File: config.mk
export PLATFORM = sky130hd
export DESIGN_NAME = fetch_stage_flat
export DESIGN_NICKNAME = d
export VERILOG_FILES = /design/src/rtl/fetch_stage_if.sv /design/src/rtl/fetch_stage.sv /design/src/flat_wrapper.sv
export SDC_FILE = /design/constraint.sdc
export NUM_CORES = 1
export LEC_CHECK = 0
export CAP_MARGIN = 20
export CORE_MARGIN = 3
export CORE_UTILIZATION = 25
export DETAILED_ROUTE_END_ITERATION = 16
export PLACE_DENSITY = 0.61
export SLEW_MARGIN = 15
export SYNTH_ARGS = -nofsm -noshare
export SYNTH_HDL_FRONTEND = slang
export SYNTH_SLANG_ARGS = --single-unit
File: constraint.sdc
create_clock -name clk -period 2.4 [get_ports clk]
set_clock_uncertainty 0.2 [all_clocks]
set_input_delay 0.36 -clock clk [delete_from_list [all_inputs] [get_ports clk]]
set_output_delay 0.36 -clock clk [all_outputs]
set_load 0.01 [all_outputs]
File: src/rtl/fetch_stage_if.sv
// Fetch-stage bundle: instruction-memory request/response plus IF/ID slot outputs.
// master = fetch stage, slave = surrounding pipeline/memory.
interface fetch_stage_if;
  logic        stall;
  logic        redirect;
  logic [8:0]  redirectPC;
  logic        imemReq;
  logic [8:0]  imemAddr;
  logic        imemValid;
  logic [31:0] imemData;
  logic [31:0] instrOut;
  logic [8:0]  nextPCOut;
  logic        fetchValid;

  modport master (
    input  stall, redirect, redirectPC, imemValid, imemData,
    output imemReq, imemAddr, instrOut, nextPCOut, fetchValid
  );

  modport slave (
    output stall, redirect, redirectPC, imemValid, imemData,
    input  imemReq, imemAddr, instrOut, nextPCOut, fetchValid
  );
endinterface

File: src/rtl/fetch_stage.sv
// Instruction fetch with one outstanding imem request; slot fills on the response edge (>=2 cycles req->slot).
// Backpressure: stall holds a full slot and blocks new requests; redirect flushes and discards in-flight data.
module fetch_stage #(
  parameter logic [8:0] RESET_PC = 9'd0
) (
  input logic          clk,
  input logic          rst_n,
  fetch_stage_if.master bus
);

  localparam logic [0:0] ST_REQ  = 1'b0;
  localparam logic [0:0] ST_WAIT = 1'b1;

  logic [0:0]  state;
  logic [8:0]  pc;
  logic        discard;
  logic [31:0] instrQ;
  logic [8:0]  nextPCQ;
  logic        validQ;

  logic        issue;
  logic        fill;
  logic        consume;
  logic [8:0]  pcInc;

  // A request is only launched when the slot is free or draining this edge,
  // so a response can never land on an occupied slot.
  assign issue   = rst_n && (state == ST_REQ) && (!validQ || !bus.stall);
  assign consume = validQ && !bus.stall;
  assign fill    = (state == ST_WAIT) && bus.imemValid && !discard;
  assign pcInc   = pc + 9'd1;

  assign bus.imemReq    = issue;
  assign bus.imemAddr   = pc;
  assign bus.instrOut   = instrQ;
  assign bus.nextPCOut  = nextPCQ;
  assign bus.fetchValid = validQ;

  always_ff @(posedge clk or negedge rst_n) begin
    if (!rst_n) begin
      state   <= ST_REQ;
      pc      <= RESET_PC;
      discard <= 1'b0;
      instrQ  <= 32'h0;
      nextPCQ <= 9'd0;
      validQ  <= 1'b0;
    end else if (bus.redirect) begin
      pc      <= bus.redirectPC;
      validQ  <= 1'b0;
      instrQ  <= 32'h0;
      nextPCQ <= 9'd0;
      // Still owed a response after this edge: wait for it and throw it away.
      if (issue || ((state == ST_WAIT) && !bus.imemValid)) begin
        state   <= ST_WAIT;
        discard <= 1'b1;
      end else begin
        state   <= ST_REQ;
        discard <= 1'b0;
      end
    end else begin
      if (state == ST_REQ) begin
        if (issue) begin
          state <= ST_WAIT;
        end
      end else if (bus.imemValid) begin
        state   <= ST_REQ;
        discard <= 1'b0;
        if (!discard) begin
          pc <= pcInc;
        end
      end

      if (fill) begin
        instrQ  <= bus.imemData;
        nextPCQ <= pcInc;
        validQ  <= 1'b1;
      end else if (consume) begin
        instrQ  <= 32'h0;
        nextPCQ <= 9'd0;
        validQ  <= 1'b0;
      end
    end
  end

endmodule
File: src/flat_wrapper.sv
// flat-port wrapper written by rule: the top's interface ports become plain ports
module fetch_stage_flat 
#(
  parameter logic [8:0] RESET_PC = 9'd0
)
  (clk, rst_n, bus_stall, bus_redirect, bus_redirectPC, bus_imemValid, bus_imemData, bus_imemReq, bus_imemAddr, bus_instrOut, bus_nextPCOut, bus_fetchValid);
  fetch_stage_if bus_i ();
  input logic clk;
  input logic rst_n;
  input wire logic [$bits(bus_i.stall)-1:0] bus_stall;
  input wire logic [$bits(bus_i.redirect)-1:0] bus_redirect;
  input wire logic [$bits(bus_i.redirectPC)-1:0] bus_redirectPC;
  input wire logic [$bits(bus_i.imemValid)-1:0] bus_imemValid;
  input wire logic [$bits(bus_i.imemData)-1:0] bus_imemData;
  output wire logic [$bits(bus_i.imemReq)-1:0] bus_imemReq;
  output wire logic [$bits(bus_i.imemAddr)-1:0] bus_imemAddr;
  output wire logic [$bits(bus_i.instrOut)-1:0] bus_instrOut;
  output wire logic [$bits(bus_i.nextPCOut)-1:0] bus_nextPCOut;
  output wire logic [$bits(bus_i.fetchValid)-1:0] bus_fetchValid;
  assign bus_i.stall = bus_stall;
  assign bus_i.redirect = bus_redirect;
  assign bus_i.redirectPC = bus_redirectPC;
  assign bus_i.imemValid = bus_imemValid;
  assign bus_i.imemData = bus_imemData;
  assign bus_imemReq = bus_i.imemReq;
  assign bus_imemAddr = bus_i.imemAddr;
  assign bus_instrOut = bus_i.instrOut;
  assign bus_nextPCOut = bus_i.nextPCOut;
  assign bus_fetchValid = bus_i.fetchValid;
  fetch_stage #(.RESET_PC(RESET_PC)) u_core (.clk(clk), .rst_n(rst_n), .bus(bus_i));
endmodule
# After elaboration in Yosys (flattened, before gate mapping)
# Index checks and enable logic that the tools add are counted.
# totals
register_bits	53
in_bits	46
out_inout_bits	52
word_cells	47
# op_classes
addsub	1
n_eq_ne	1
n_mux	21
bitwise_logic	1
n_reduce_logical	17
# ops
operator	n
2-to-1 mux 32 bit	3
2-to-1 mux 9 bit	7
2-to-1 mux 1 bit	11
adder 9 x 1 -> 9 bit, second input constant	1
logical AND 1 bit	6
zero test 1 bit	4
nonzero test 2 bit	2
AND reduction 3 bit	1
nonzero test 3 bit	1
logical OR 1 bit	2
inequality test 2 bit, second input constant	1
AND reduction 2 bit	1
NOT 1 bit	1

# Logic depth before layout (Yosys ltp)
# logic_depth
ltp_word	6
depth_mapped	5
depth_no_buf	4

# Worst setup path after synthesis
# Ideal clock, no wire load.
# synth_timing
path_type	reg-to-reg
start	register u_core.pc[0], in the netlist u_core.bus.imemAddr[0]
end	register u_core.pc[8], in the netlist u_core.bus.imemAddr[8]
setup_ns	0.069
arrival_time_ns	1.469
required_time_ns	2.131
path_slack_ns	0.662
stages_incl_launch_ff	5
n_path_buf	0
period_less_slack_ns	1.738
cell_sequence	dfrtp_1 -> ha_1 -> nand4_2 -> or4_1 -> nand3_1
# synth_between
elab_chain_len	5
# synth_rtl
element	line	text
start, declared	fetch_stage.sv:15	logic [8:0] pc;
start signal, assigned	fetch_stage.sv:48	pc <= bus.redirectPC;
start signal, assigned	fetch_stage.sv:69	pc <= pcInc;
adder 9 x 1 -> 9 bit	fetch_stage.sv:31	assign pcInc = pc + 9'd1;
2-to-1 mux 9 bit	fetch_stage.sv:68	if (!discard) begin
2-to-1 mux 9 bit	fetch_stage.sv:65	end else if (bus.imemValid) begin
2-to-1 mux 9 bit	fetch_stage.sv:61	if (state == ST_REQ) begin
2-to-1 mux 9 bit	fetch_stage.sv:47	end else if (bus.redirect) begin
# Every way passes these cells. The select of a mux whose other input is x is not followed.
# A chain may end at the register's enable or synchronous reset.

# Worst setup path after layout
# layout_timing
start	input bus_stall
end	output bus_imemReq
# layout_between
elab_chain_len	3
# layout_rtl
element	line	text
start, declared	flat_wrapper.sv:10	input wire logic [$bits(bus_i.stall)-1:0] bus_stall;
zero test 1 bit	fetch_stage.sv:28	assign issue = rst_n && (state == ST_REQ) && (!validQ || !bus.stall);
logical OR 1 bit	fetch_stage.sv:28	
logical AND 1 bit	fetch_stage.sv:28	
end, declared	flat_wrapper.sv:15	output wire logic [$bits(bus_i.imemReq)-1:0] bus_imemReq;
# Every way passes these cells.

==> results.yml <==
setup_path:
  critical_path_class: "input port to output port"
  critical_path.max_fanout: 3
  crit_family: "buffers and inverters"
  critPathRequiredTime_ns: 1.84
  max_stage_delay_ns: 0.54
  worstPathCellList: "clkdlybuf4s50_1 -> nand2_1 -> nand2_1 -> nor2_1 -> clkdlybuf4s50_1"
  worst-path-buf-inv: 2
  endpoint_kind: "output port"
  critPathLaunchType: "input port"
  arrival_ns: 1.57
  cp_slowest_cell: "clkdlybuf4s50_1"
pwr:
  leakagePower_uw: 0.00151
  powerDensity_nw_per_um2: 563
  ir_worst_vdd_v: 0.000205
timing:
  maxSlewViolCount: 0
  fmax_mhz: 469
  finalHoldViolCount: 0
  slew_headroom: 0.551
  finalCritPeriodShare: 0.889
  max_slew.worst_pin.slew_ns: 0.673
  finalCriticalPeriod_ns: 2.13
  rsz0062_at_grt: "no"
  tns_ns: 0
  finalSetupViolCount: 0
  holdWs_ns: 0.0464
floorplanning:
  die-height_um: 101
  core_area_um2: 8460
  floorplan.initialDensity: 0.265
  dieArea_um2: 10100
  fp.dieW_um: 101
  num_io_pins: 98
  fp-row-count: 33
routing:
  wl_per_cell_um: 15.9
  drt_first_pass_iters: 4
  drt_iter0_markers: 51
  via_count: 1858
  viasPerCell: 4.85
  drc: 0
  ant_nets: 0
  wl_um: 6080
global_routing:
  grt_pass1_vias: 1923
  antenna_found_initial: 0
  grt_max_degree: 54
  grt_pass1_wl_um: 10000
  overflow: 0
  grtUsageTotal: 0.124
synthesis:
  netlist_instances: 178
  synth-edff-count: 0
  synth_flop_cell: "dfrtp_1"
  async_reset_ff_frac: 1.00
  ys_ff_latch: 53
  synth_fp_nets: 225
  yosys_warnings: 0
  yosysUniqueCellTypes: 34
  ys_seq_area_frac: 0.591
  syn-cell-area_um2: 2240
  synth_area_per_cell_um2: 12.6
placed_design:
  postPlaceCellArea_um2: 3350
  placedCellCount: 376
  dpl.hpwl_um: 4310
  portBuffers: 97
  globalplace.congestion: 0.748
cts:
  root_buffer: "clkbuf_8"
  hold_buffers: 0
  cts_resized: 0
  clk_latency_ns: 0.30
  cts_sinks: 53
  numCtsBuffers: 5
  cts_tree: "built"
  htree_num_levels: 2
  clk_pin_slew_ns: 0.09
  cts_setup_buffers: 0
  cts_buffer_depth: 2
layout:
  fin_util: 0.406
  area_delta_synth_final_pct: 53.3
  diodes: 0
  fillers: 805
  fin_cells: 383
  design_area_um2: 3440
  drive_gt1_frac: 0.0683
  nets: 325
status:
  status: "finished clean"
flow_run:
  max_cap_violations: 0
hold_path:
  holdCritPathClass: "input port to async pin"
## area by class of cell
type,instances,area [um^2],share of cell area
flip-flops and latches,53,1330,0.386
repair buffers,106,1060,0.308
multi-input cells,110,828,0.241
well taps,105,131,0.0382
clock buffers,7,86.3,0.0251
inverters,2,7.51,0.00218
## kinds of logic after synthesis
| kind of cell | share of synthesized area |
|---|---|
| compound gates | 0.213 |
| flops | 0.591 |
| simple gates | 0.122 |
| buf+inv | 0.0396 |
| xor+xnor | 0.0195 |
| mux | 0.00892 |
| fa+ha+maj | 0.00558 |
## where the power goes
group	internal [uW]	switching (uW)	leakage (uW)
sequential	952	59.8	0.000706
combinational	244	173	0.000756
clock	230	278	0.0000443
## path summary, 6_finish.rpt
check	startpoint	to	slack, ns	cells after the start
min reg2reg	u_core.bus.instrOut[2]	u_core.bus.instrOut[2]	0.31	1
max in group asynchronous	rst_n	u_core.bus.instrOut[28]	1.49	2
max reg2reg	u_core.bus.imemAddr[0]	u_core.bus.imemAddr[8]	0.50	4
max	bus_stall	bus_imemReq	0.27	5
min in group clk	rst_n	u_core.state	0.22	3
min	rst_n	u_core.bus.imemAddr[8]	0.05	2
## flip-flops by register name, summed over array words and instances, names as in the netlist
register and count:
u_core.bus.fetchValid 1, u_core.bus.nextPCOut 9, u_core.bus.instrOut 32, u_core.bus.imemAddr 9, u_core.state 1, u_core.discard 1
## per-layer routing
layer | wire length [um] | track usage | part of all wire
met1 | 2820 | 0.178 | 0.46
met2 | 2820 | 0.188 | 0.46
met3 | 380 | 0.0346 | 0.063
met4 | 56 | 0.0280 | 0.0092
met5 | 0 | 0 | 0
## cell usage after synthesis, drive strengths merged (2+ instances only)
| master | number | area (um^2) |
|---|---|---|
| dfrtp | 53 | 1330 |
| a22o | 36 | 315 |
| buf | 11 | 73.8 |
| nand2 | 9 | 33.8 |
| nand3 | 9 | 45.0 |
| o21ai | 8 | 40.0 |
| nor4 | 4 | 25.0 |
| o31a | 4 | 35.0 |
| or4 | 4 | 30.0 |
| and2b | 3 | 22.5 |
| nand2b | 3 | 18.8 |
| nand4b | 3 | 26.3 |
| xor2 | 3 | 26.3 |
| a211o | 2 | 17.5 |
| a22oi | 2 | 15.0 |
| clkbuf | 2 | 7.51 |
| inv | 2 | 7.51 |
| mux2i | 2 | 20.0 |
| nand4 | 2 | 18.8 |
| o211a | 2 | 20.0 |
| o211ai | 2 | 15.0 |
| xnor2 | 2 | 17.5 |
## per-stage QoR
stage | total power (uW) | setup WS [ns]
finish | 1940 | 0.266
global route | 2040 | 0.158
CTS | 1970 | 0.261
detailed placement | 1450 | 0.240
global placement | 1450 | 0.280
floorplan | 1190 | 0.662
## layout by cell type (no fill, tap or decap), types with 3 or more instances in the layout
cell type / count
a22o_1: 36
and2b_1: 3
buf_4: 7
clkbuf_8: 6
clkdlybuf4s50_1: 96
dfrtp_1: 53
nand2_1: 9
nand2b_1: 3
nand3_1: 9
nand4b_1: 3
nor4_1: 4
o21ai_0: 8
o31a_1: 4
or4_1: 4
xor2_1: 3
## worst register-to-register path: stages (launching register included)
cell and delay [ns]:
dfrtp_1 0.46, ha_1 0.31, nand4_2 0.20, or4_1 0.57, nand3_1 0.11
Note: power is estimated with default switching activity, not from simulation.
